**src/rtl/mux8way_arbiter.sv**
```systemverilog
// Eight-channel valid/ready collector into one registered output word tagged with its source index.
// Latency: one cycle input-to-output; sustains one word per cycle when out_ready stays high.
// Backpressure: all in_ready low while the output is full and stalled; MUX8WAY_FIXED_PRIORITY_EN selects fixed priority.
module mux8way_arbiter #(
    parameter int WIDTH = 16
) (
    input  logic                 clk,
    input  logic                 rst_n,
    input  logic [7:0]           in_valid,
    input  logic [8*WIDTH-1:0]   in_data,
    output logic [7:0]           in_ready,
    output logic                 out_valid,
    input  logic                 out_ready,
    output logic [WIDTH-1:0]     out_data,
    output logic [2:0]           out_sel
);

    typedef enum logic {
        EMPTY = 1'b0,
        FULL  = 1'b1
    } state_t;

    state_t           state_q, state_d;
    logic [WIDTH-1:0] data_q, data_d;
    logic [2:0]       sel_q, sel_d;
    logic [2:0]       search_base;
    logic [2:0]       idx;
    logic [2:0]       win;
    logic             found;
    logic             can_load;
    logic             load;

`ifdef MUX8WAY_FIXED_PRIORITY_EN
    assign search_base = 3'd0;
`else
    logic [2:0] ptr_q, ptr_d;

    // Next search starts just past the last winner so every requester gets a turn.
    always_comb begin
        ptr_d = ptr_q;
        if (load) begin
            ptr_d = win + 3'd1;
        end
    end

    always_ff @(posedge clk or negedge rst_n) begin
        if (!rst_n) begin
            ptr_q <= 3'd0;
        end else begin
            ptr_q <= ptr_d;
        end
    end

    assign search_base = ptr_q;
`endif

    always_comb begin
        found = 1'b0;
        win   = 3'd0;
        idx   = 3'd0;
        for (int i = 0; i < 8; i++) begin
            idx = search_base + 3'(i);
            if (!found && in_valid[idx]) begin
                found = 1'b1;
                win   = idx;
            end
        end
    end

    assign can_load = (state_q == EMPTY) || out_ready;
    assign load     = can_load && found;

    always_ff @(posedge clk or negedge rst_n) begin
        if (!rst_n) begin
            state_q <= EMPTY;
            data_q  <= '0;
            sel_q   <= 3'd0;
        end else begin
            state_q <= state_d;
            data_q  <= data_d;
            sel_q   <= sel_d;
        end
    end

    always_comb begin
        state_d = state_q;
        if (load) begin
            state_d = FULL;
        end else if ((state_q == FULL) && out_ready) begin
            state_d = EMPTY;
        end
    end

    // A drain without a refill leaves the last word and tag in place.
    always_comb begin
        data_d = data_q;
        sel_d  = sel_q;
        if (load) begin
            data_d = in_data[int'(win)*WIDTH +: WIDTH];
            sel_d  = win;
        end
    end

    always_comb begin
        out_valid = (state_q == FULL);
        out_data  = data_q;
        out_sel   = sel_q;
        in_ready  = load ? (8'd1 << win) : 8'd0;
    end

endmodule

```
**config.mk**
```make
export PLATFORM = sky130hd
export DESIGN_NAME = mux8way_arbiter
export DESIGN_NICKNAME = d
export VERILOG_FILES = /design/src/rtl/mux8way_arbiter.sv
export SDC_FILE = /design/constraint.sdc
export NUM_CORES = 1
export LEC_CHECK = 0
export BUFFER_PORTS_ARGS = -buffer_cell sky130_fd_sc_hd__buf_2
export CORE_MARGIN = 2
export CORE_UTILIZATION = 45
export CTS_CLUSTER_SIZE = 14
export DETAILED_ROUTE_END_ITERATION = 7
export PLACE_DENSITY = 0.84
export SLEW_MARGIN = 20
export SYNTH_ARGS = -nofsm -noshare
export SYNTH_HDL_FRONTEND = slang
export SYNTH_SLANG_ARGS = --single-unit
```
**constraint.sdc**
```tcl
create_clock -name clk -period 4.41 [get_ports clk]
set_clock_uncertainty 0.1 [all_clocks]
set_input_delay 0.2205 -clock clk [delete_from_list [all_inputs] [get_ports clk]]
set_output_delay 0.2205 -clock clk [all_outputs]
set_load 0.1 [all_outputs]
```
==> run_results.csv, run 1 <==
group,metric,value,unit
run_status,status,"finished, final reports clean",
final_layout,n_fill_cell,517,
yosys,ys_seq_area_frac,0.203,
final_layout,layout.nets,590,
clock_tree,cts_sinks,23,
floorplanning,die_h,83.3,um
yosys,netlist_top_cells_area,"mux2i_1, dfrtp_1, mux4_2",
global_routing,first_global_vias,3219,
yosys,synth_compound_area_frac,0.185,
final_layout,multi_input_area,2160,um^2
sta,setup_viol,0,
global_routing,antenna_found_initial,2,
yosys,yosysTopAreaCell,"mux2i_1",
yosys,synth_xor_area_frac,0.0155,
yosys,synth-seq-cells,23,
yosys,ys_async_sr_fraction,1.00,
min_path,min_path_type,"in2reg",
setup_path,cpPeakStageDelay,550,ps
sta,final-hold-violation-count,0,
clock_tree,clockRootBuffer,"clkbuf_8",
yosys,synth_ff_type,"dfrtp_1",
yosys,syn_area,2830,um^2
clock_tree,clkTransAtPathRegs,90,ps
drt,vias_per_cell,5.97,
setup_path,reg2reg_setup_slack,330,ps
sta,max_freq,238,MHz
drt,drtAntennaViolNets,0,
drt,first_pass_iters,4,
final_layout,regArea,576,um^2
drt,drtIter0Drc,245,
yosys,netlist_instances,283,
clock_tree,cts.path.max_buffers,2,
floorplanning,die_area,6940,um^2
floorplanning,fp.dieW,83.3,um
sta,min_period,4200,ps
drt,wirelength,9570,um
drt,vias,3120,
clock_tree,cts_buffers,3,
placement,place.gp.congestion,0.898,
setup_path,start_kind,"flip-flop",
yosys,syn_avg_cell_area,10.0,um^2
yosys,yosysTopAreaCellShare,0.311,
floorplanning,rows,28,
sta,post-route-period-util,0.954,
placement,numPortBuffers,166,
setup_path,critPathMostFrequentCell,"ha_1",
clock_tree,cts_max_level,1,
floorplanning,io-pin-count,167,
sta,worstMarginPinSlew,738,ps
global_routing,grt_max_degree,46,
clock_tree,cts_tree,"built",
setup_path,path_max_fanout,12,
final_layout,synthToLayoutAreaGrowth,40.6,%
setup_path,path_class,"reg2out",
global_routing,overflow,0,
global_routing,grt_usage,0.262,
sta,final_max_slew_viol_count,0,
global_routing,grt_pass1_wl,15000,um
setup_path,cp.arrival,3880,ps
setup_path,crit_chain,"inv_1 -> ha_1 -> buf_4 -> mux4_2 -> nand2_1 -> or3b_1 -> a31oi_4 -> nand4b_1 -> and2_2 -> nor2_1 -> ha_1 -> and2_1 -> buf_12",
yosys,yosysWarnings,0,
yosys,synth_enable_flop_cells,0,
placement,hpwl,7690,um
yosys,syn-num-nets,426,
drt,drc,0,
sta,max_slew_margin,0.507,
yosys,synth_top_family_by_area,"multiplexers",
setup_path,cp.required,4090,ps
final_layout,final_area,3980,um^2
placement,dpl_cell_area,3870,um^2
setup_path,crit_path_top_delay_cell,"mux4_2",
setup_path,endpoint_kind,"output pin",
yosys,synthAdderAreaFrac,0.0177,
floorplanning,start_util,0.472,
yosys,yosysUniqueCellTypes,49,
job,max_cap_violations,0,
yosys,synth_mux_area_frac,0.431,
floorplanning,core_region_area,5990,um^2
clock_tree,worst_skew_pair.late_latency,270,ps
final_layout,drive_gt1_frac,0.491,
drt,wire_per_inst,18.3,um
yosys,synthSimpleGateAreaFrac,0.0955,
-- kinds of logic (layout without fill, tap and decap cells) --
group | Yosys count | after routing
compound gates | 66 | 66
xor+xnor | 5 | 5
buf+inv | 27 | 190
flops | 23 | 23
fa+ha+maj | 4 | 4
mux | 107 | 107
simple gates | 51 | 51
other cells | 0 | 2
-- sequential cells by signal (all words and copies together), names as in the netlist --
name and flops:
out_sel 3, out_data 16, ptr_q 3, out_valid 1
-- repair_timing --
| action | in CTS | in global routing |
|---|---|---|
| endpoints found under the hold margin | 23 | 0 |
| endpoints found under the setup margin | 0 | 4 |
| buffers inserted | 0 | 6 |
| resized for setup | 0 | 1 |
| hold buffers | 1 | 0 |
-- area by class of cell --
| cell class | count | share of cell area |
|---|---|---|
| sequential | 23 | 0.145 |
| tap | 75 | 0.0236 |
| multi-input combinational | 233 | 0.543 |
| inverter | 5 | 0.00472 |
| clock inverter | 1 | 0.00126 |
| clock buffer | 3 | 0.0104 |
| timing repair buffer | 181 | 0.271 |
| antenna | 2 | 0.00126 |
-- critical path, delay by kind of cell, from the launching register on --
kind	cells	cell delay (ps)
AND/OR/NAND/NOR	6	1440
flip-flops	1	350
adder cells (fa/ha/maj)	2	470
multiplexers	1	550
buffers and inverters	3	510
AO/OA/AOI/OAI	1	290
-- metal layers --
metal,share of wire,track usage,vias to the layer above,wire (um)
met3,0.068,0.0417,24,648
met1,0.38,0.308,1476,3670
met2,0.52,0.480,167,4990
li1,-,-,1453,-
met4,0.028,0.0879,0,264
met5,0,0,-,0
-- Yosys cell counts, types with 2 or more instances --
library cell / n
a211oi_1: 2
a21oi_1: 4
a221o_1: 16
a31oi_1: 2
a32oi_1: 2
and2_1: 4
buf_2: 14
buf_4: 2
buf_6: 3
clkbuf_1: 2
dfrtp_1: 23
ha_1: 4
inv_1: 5
mux2_2: 8
mux2i_1: 88
mux4_2: 11
nand2_1: 16
nand2b_1: 2
nand3_1: 2
nand4_1: 3
nor2_1: 8
nor2_4: 2
nor2b_1: 2
nor3_1: 4
nor3b_1: 2
o21ai_0: 6
o221ai_1: 3
o22ai_1: 17
or2_2: 3
xnor2_1: 3
xor2_1: 2
-- path summary, 6_finish.rpt --
| path | from | end | cells after the start |
|---|---|---|---|
| worst max register to register | ptr_q[0] | out_data[1] | 11 |
| worst max-delay path | ptr_q[0] | in_ready[3] | 13 |
| worst min-delay path | out_ready | out_valid | 4 |
| worst min register to register | out_sel[1] | out_sel[1] | 1 |
| min in group asynchronous | rst_n | out_data[15] | 2 |
| max in group asynchronous | rst_n | out_data[14] | 2 |
-- layout by cell type (no fill, tap or decap), types with 5 or more instances in the layout --
cell,instances
buf_4,13
a221o_1,16
buf_12,9
mux2i_1,88
o21ai_0,6
dfrtp_1,23
buf_2,158
nand2_1,16
nor2_1,8
inv_1,5
o22ai_1,17
mux4_2,11
mux2_2,8
-- metrics by stage --
stage | setup WS, ps | hold slack, ps | setup TNS [ps] | cells | utilization
after floorplan | -353 | -175 | -1530 | 283 | -
after global placement | 473 | 123 | 0 | 510 | 0.646
after detailed placement | 424 | 133 | 0 | 510 | 0.646
after global routing | -22.9 | 224 | -23.2 | 523 | 0.664
after CTS | 123 | 173 | 0 | 515 | 0.656
final | 205 | 177 | 0 | 523 | 0.664
Power of run 1 is not shown: default switching activity piles up to over one toggle a cycle in this logic, so the estimate is an artifact.
==> run 2, diff against run 1 <==
- ABC_AREA: default -> 1
- CORE_UTILIZATION: 45 -> 30
- PLACE_DENSITY: 0.84 -> 0.59
- TNS_END_PERCENT: default -> 100
==> run 2 against run 1 <==
  * Via count increased by 32%
  * Core utilization decreased by 27 points
  * Register-to-register slack improved by 360 ps
  * Highest routed layer unchanged
  * Maximum frequency increased by 5.7%
  * Global-route usage decreased by 6.8 points
  * Hold slack improved by 7.1 ps
  * First-iteration DRC count decreased by 11%
  * Flip-flop and latch count unchanged
  * Setup slack improved by 230 ps
==> run_results.csv, run 2 <==
group,metric,value,unit
clock_tree,clockRootBuffer,"clkbuf_8",
yosys,ys_seq_area_frac,0.173,
yosys,yosysUniqueCellTypes,36,
placement,place.gp.congestion,0.809,
yosys,netlist_top_cells_area,"nand2_1, dfrtp_1, nand3_1",
yosys,yosysTopAreaCellShare,0.349,
global_routing,use_met3,0.0287,
job,max_cap_violations,0,
setup_path,r2r-end,"out_data[9]",
global_routing,antenna_found_initial,0,
sta,final_max_slew_viol_count,0,
final_layout,mostFrequentLayoutCell,"nand2_1",
drt,vias,4117,
yosys,yosysTopAreaCell,"nand2_1",
setup_path,endpoint_kind,"output pin",
placement,dp.cells,857,
global_routing,use_met2,0.337,
final_layout,drive_gt1_frac,0.318,
sta,post-route-period-util,0.902,
min_path,hold_depth,4,
clock_tree,cts_buffers,3,
placement,numPortBuffers,166,
sta,max_slew_margin,0.584,
floorplanning,start_util,0.307,
sta,fin_tns_setup,0,ps
clock_tree,cts_tree,"built",
sta,rsz0062_at_grt,"false",
clock_tree,cts_sinks,23,
clock_tree,ctsResizeCount,0,
yosys,synth_ff_type,"dfrtp_1",
setup_path,r2r-start,"ptr_q[0]",
sta,setup_viol,0,
global_routing,overflow,0,
placement,hpwl,9830,um
yosys,syn_area,3320,um^2
floorplanning,rows,38,
final_layout,layout.nets,867,
yosys,syn-num-nets,724,
final_layout,n_antenna_cell,0,
global_routing,use_met1,0.265,
final_layout,final_cells,863,
yosys,synthTopCellsByCount,"nand2_1, nand3_1, dfrtp_1",
setup_path,cp.required,4090,ps
min_path,hold-path-endpoint,"out_valid",
global_routing,grt_pass1_wl,18400,um
setup_path,cp.arrival,3660,ps
drt,wire_per_inst,13.9,um
drt,wirelength,12000,um
min_path,min-delay-start,"out_ready",
final_layout,final_area,4260,um^2
yosys,ys_async_sr_fraction,1.00,
setup_path,r2r_cells,18,
global_routing,first_global_vias,3855,
setup_path,reg2reg_setup_slack,690,ps
clock_tree,cts_max_level,1,
global_routing,grt_usage,0.194,
drt,first_pass_iters,4,
clock_tree,worst_skew_pair.late_latency,270,ps
floorplanning,core_region_area,10800,um^2
clock_tree,cts.path.max_buffers,2,
yosys,netlist_instances,581,
yosys,synth_enable_flop_cells,0,
floorplanning,die_h,109,um
clock_tree,clkTransAtPathRegs,90,ps
sta,min_period,3980,ps
floorplanning,io-pin-count,167,
floorplanning,fp.dieW,109,um
yosys,syn_avg_cell_area,5.72,um^2
sta,max_freq,251,MHz
setup_path,path_class,"reg2out",
final_layout,synthToLayoutAreaGrowth,28.1,%
floorplanning,die_area,11900,um^2
setup_path,path_max_fanout,13,
drt,vias_per_cell,4.77,
min_path,min_path_type,"in2reg",
run_status,status,"finished, final reports clean",
setup_path,start_kind,"flip-flop",
sta,worstMarginPinSlew,623,ps
yosys,yosysWarnings,0,
placement,dpl_cell_area,4190,um^2
drt,drtAntennaViolNets,0,
sta,timing.hold.ws,184,ps
global_routing,grt_max_degree,65,
yosys,synth.most_common_cell,"nand2_1",
final_layout,largest_reg_flops,16,
sta,final-hold-violation-count,0,
drt,drc,0,
final_layout,layout_common_cells,"nand2_1, buf_2, nand3_1, dfrtp_1, nor2_1",
global_routing,busiest_layer,"met2",
drt,drtIter0Drc,217,
yosys,synth-seq-cells,23,
setup_path,cp-startpoint,"ptr_q[0]",
==> run 2: kinds of logic after synthesis <==
kind of cell / Yosys count / synth area share
buf+inv: 63 / 0.123
flops: 23 / 0.173
compound gates: 14 / 0.0256
xor+xnor: 4 / 0.0151
fa+ha+maj: 4 / 0.0151
simple gates: 473 / 0.648
==> run 2: area by class of cell <==
cell class / instances / area, um^2
flip-flops and latches: 23 / 576
repair buffers: 174 / 1010
clock buffers: 3 / 41.3
clock inverters: 1 / 5.00
well taps: 140 / 175
inverters: 27 / 106
fillers: 1194 / 6580
multi-input cells: 495 / 2340
==> run 2: timing repair <==
action                                  CTS  global route
hold endpoints to repair                 23             0
hold buffers                              1             0
endpoints found under the setup margin    0             3
setup buffers                             0             1
==> run 2: per-stage QoR <==
stage | utilization | setup WS, ps
finish | 0.393 | 431
global route | 0.393 | 158
floorplan | - | 52.1
detailed placement | 0.387 | 633
CTS | 0.392 | 311
global placement | 0.387 | 657
==> run 2: worst max path at each step <==
stage / to / slack [ps] / cells after the start
CTS: in_ready[2] / 310 / 16
finish: in_ready[3] / 430 / 17
global route: in_ready[3] / 160 / 17
detailed placement: in_ready[2] / 630 / 16
floorplan: in_ready[3] / 50 / 23
global placement: in_ready[2] / 660 / 16
==> run 2: layer usage <==
layer | up-vias | routed length, um
met5 | - | 0
met4 | 0 | 42
met3 | 4 | 661
met2 | 121 | 5830
met1 | 1871 | 5430
li1 | 2121 | -
==> run 2: worst max-delay path, cell delays in order (launching register included) <==
cell and delay, ps:
dfrtp_1 550, inv_4 180, ha_1 450, inv_1 260, nand3_2 110, nand2_1 90
nor2_1 70, a31oi_2 250, inv_2 90, nor2_4 170, nand3_1 170, nand3_2 150
nor2_4 50, nor2_1 150, ha_1 170, inv_1 40, nor2_1 190, buf_12 210
Power of run 2 is left out for the same reason.
==> run 3, diff against run 2 <==
- CORE_UTILIZATION: 30 -> 45
- PLACE_DENSITY: 0.59 -> 0.81
==> run 3 against run 2 <==
  * Sequential share of layout area up 0.22 points
  * Register-to-register slack better by 30 ps
  * Global-route usage up 5.4 points
  * Routed wire length down 12%
  * Flip-flop and latch count unchanged
  * Non-clock buffer count down 2
  * Maximum frequency down 2.5%
  * Core utilization up 19 points
  * First-iteration DRC count down 8.3%
  * Hold slack worse by 12 ps
  * Critical endpoint is now in_ready[2]
  * Largest cell class unchanged
  * Highest routed layer unchanged
==> run_results.csv, run 3 (synthesis results as in run 2) <==
group,metric,value,unit
run_status,status,"finished, final reports clean",
setup_path,reg2reg_setup_slack,720,ps
floorplanning,die_h,89.9,um
clock_tree,cts.path.max_buffers,2,
floorplanning,fp.dieW,89.9,um
final_layout,layout_common_cells,"nand2_1, buf_2, nand3_1, dfrtp_1, nor2_1",
drt,vias_per_cell,4.99,
placement,place.gp.congestion,0.923,
final_layout,synthToLayoutAreaGrowth,26.1,%
setup_path,cp.arrival,3760,ps
global_routing,grt_usage,0.248,
global_routing,antenna_found_initial,0,
final_layout,largest_reg_flops,16,
sta,max_slew_margin,0.598,
setup_path,path_class,"reg2out",
sta,final-hold-violation-count,0,
job,max_cap_violations,0,
sta,final_max_slew_viol_count,0,
setup_path,crit_path_top_delay_cell,"dfrtp_1",
sta,min_period,4080,ps
sta,post-route-period-util,0.925,
floorplanning,start_util,0.461,
drt,drtIter0Drc,199,
final_layout,mostFrequentLayoutCell,"nand2_1",
setup_path,crit_chain,"inv_2 -> ha_1 -> inv_1 -> nand3_2 -> nand2_1 -> nor2_1 -> a31oi_2 -> inv_2 -> nor2_4 -> nand3_1 -> nand2_2 -> nor2_4 -> inv_1 -> nor2_1 -> buf_12",
setup_path,cpPeakStageDelay,590,ps
floorplanning,io-pin-count,167,
setup_path,r2r-start,"ptr_q[0]",
clock_tree,cts_max_level,1,
sta,fin_tns_setup,0,ps
drt,drc,0,
min_path,min_path_type,"in2reg",
drt,first_pass_iters,4,
setup_path,endpoint_kind,"output pin",
sta,worstMarginPinSlew,602,ps
floorplanning,core_region_area,7210,um^2
sta,setup_viol,0,
placement,numPortBuffers,166,
setup_path,path_max_fanout,26,
placement,hpwl,8640,um
floorplanning,die_area,8090,um^2
global_routing,first_global_vias,3713,
sta,max_freq,245,MHz
sta,rsz0062_at_grt,"false",
global_routing,grt_max_degree,65,
clock_tree,worst_skew_pair.late_latency,260,ps
clock_tree,cts_setup_buffers,0,
drt,drtAntennaViolNets,0,
final_layout,layout.nets,865,
clock_tree,cts_tree,"built",
clock_tree,clkTransAtPathRegs,80,ps
min_path,min-delay-start,"out_ready",
global_routing,overflow,0,
setup_path,cp.required,4090,ps
clock_tree,clockRootBuffer,"clkbuf_8",
setup_path,start_kind,"flip-flop",
drt,vias,4092,
clock_tree,cts_sinks,23,
final_layout,drive_gt1_frac,0.315,
clock_tree,ctsResizeCount,0,
floorplanning,rows,31,
setup_path,cp-startpoint,"ptr_q[1]",
drt,wirelength,10500,um
clock_tree,cts_buffers,3,
drt,wire_per_inst,12.8,um
final_layout,final_util,0.581,
final_layout,n_antenna_cell,0,
global_routing,grt_pass1_wl,16900,um
==> run 3: timing repair <==
item                                   CTS  global route
hold buffers                             1             0
endpoints found under the hold margin   23             0
setup endpoints to repair                0             0
==> run 3: worst max-delay path: cells and delay by family, from the launching register on <==
family	cells	cell delay [ps]
adders and majority gates	1	480
DFF	1	590
buffers and inverters	5	830
and+or+nand+nor	8	1510
AOI/OAI and AO/OA	1	70
==> run 3: final timing paths <==
kind                       cells after the start           to
max reg2reg                                   20  out_data[9]
max                                           15  in_ready[2]
min reg2reg                                    2  out_data[9]
min                                            4    out_valid
max in group asynchronous                      2  out_data[7]
min in group asynchronous                      2    out_valid
==> run 3: area by class of cell <==
cell class	count	area, um^2
Tap cell	99	124
Multi-Input combinational cell	495	2340
Fill cell	721	3030
Timing Repair Buffer	172	998
Inverter	27	106
Clock buffer	4	45.0
Sequential cell	23	576
==> run 3: routing by layer <==
layer / share of wire / track usage / routed length [um]
met1: 0.43 / 0.329 / 4490
met2: 0.49 / 0.437 / 5180
met3: 0.062 / 0.0327 / 654
met4: 0.014 / 0.0436 / 150
met5: 0 / 0 / 0
==> run 3: stage by stage <==
| step | instances | cell area, um^2 | setup WS [ps] | hold WS, ps |
|---|---|---|---|---|
| floorplan | 581 | 3320 | 52.1 | -175 |
| global placement | 815 | 4130 | 716 | 119 |
| detailed placement | 815 | 4130 | 620 | 129 |
| CTS | 820 | 4190 | 320 | 169 |
| global route | 820 | 4190 | 1.26 | 197 |
| finish | 820 | 4190 | 329 | 172 |
Power of run 3 is left out for the same reason.
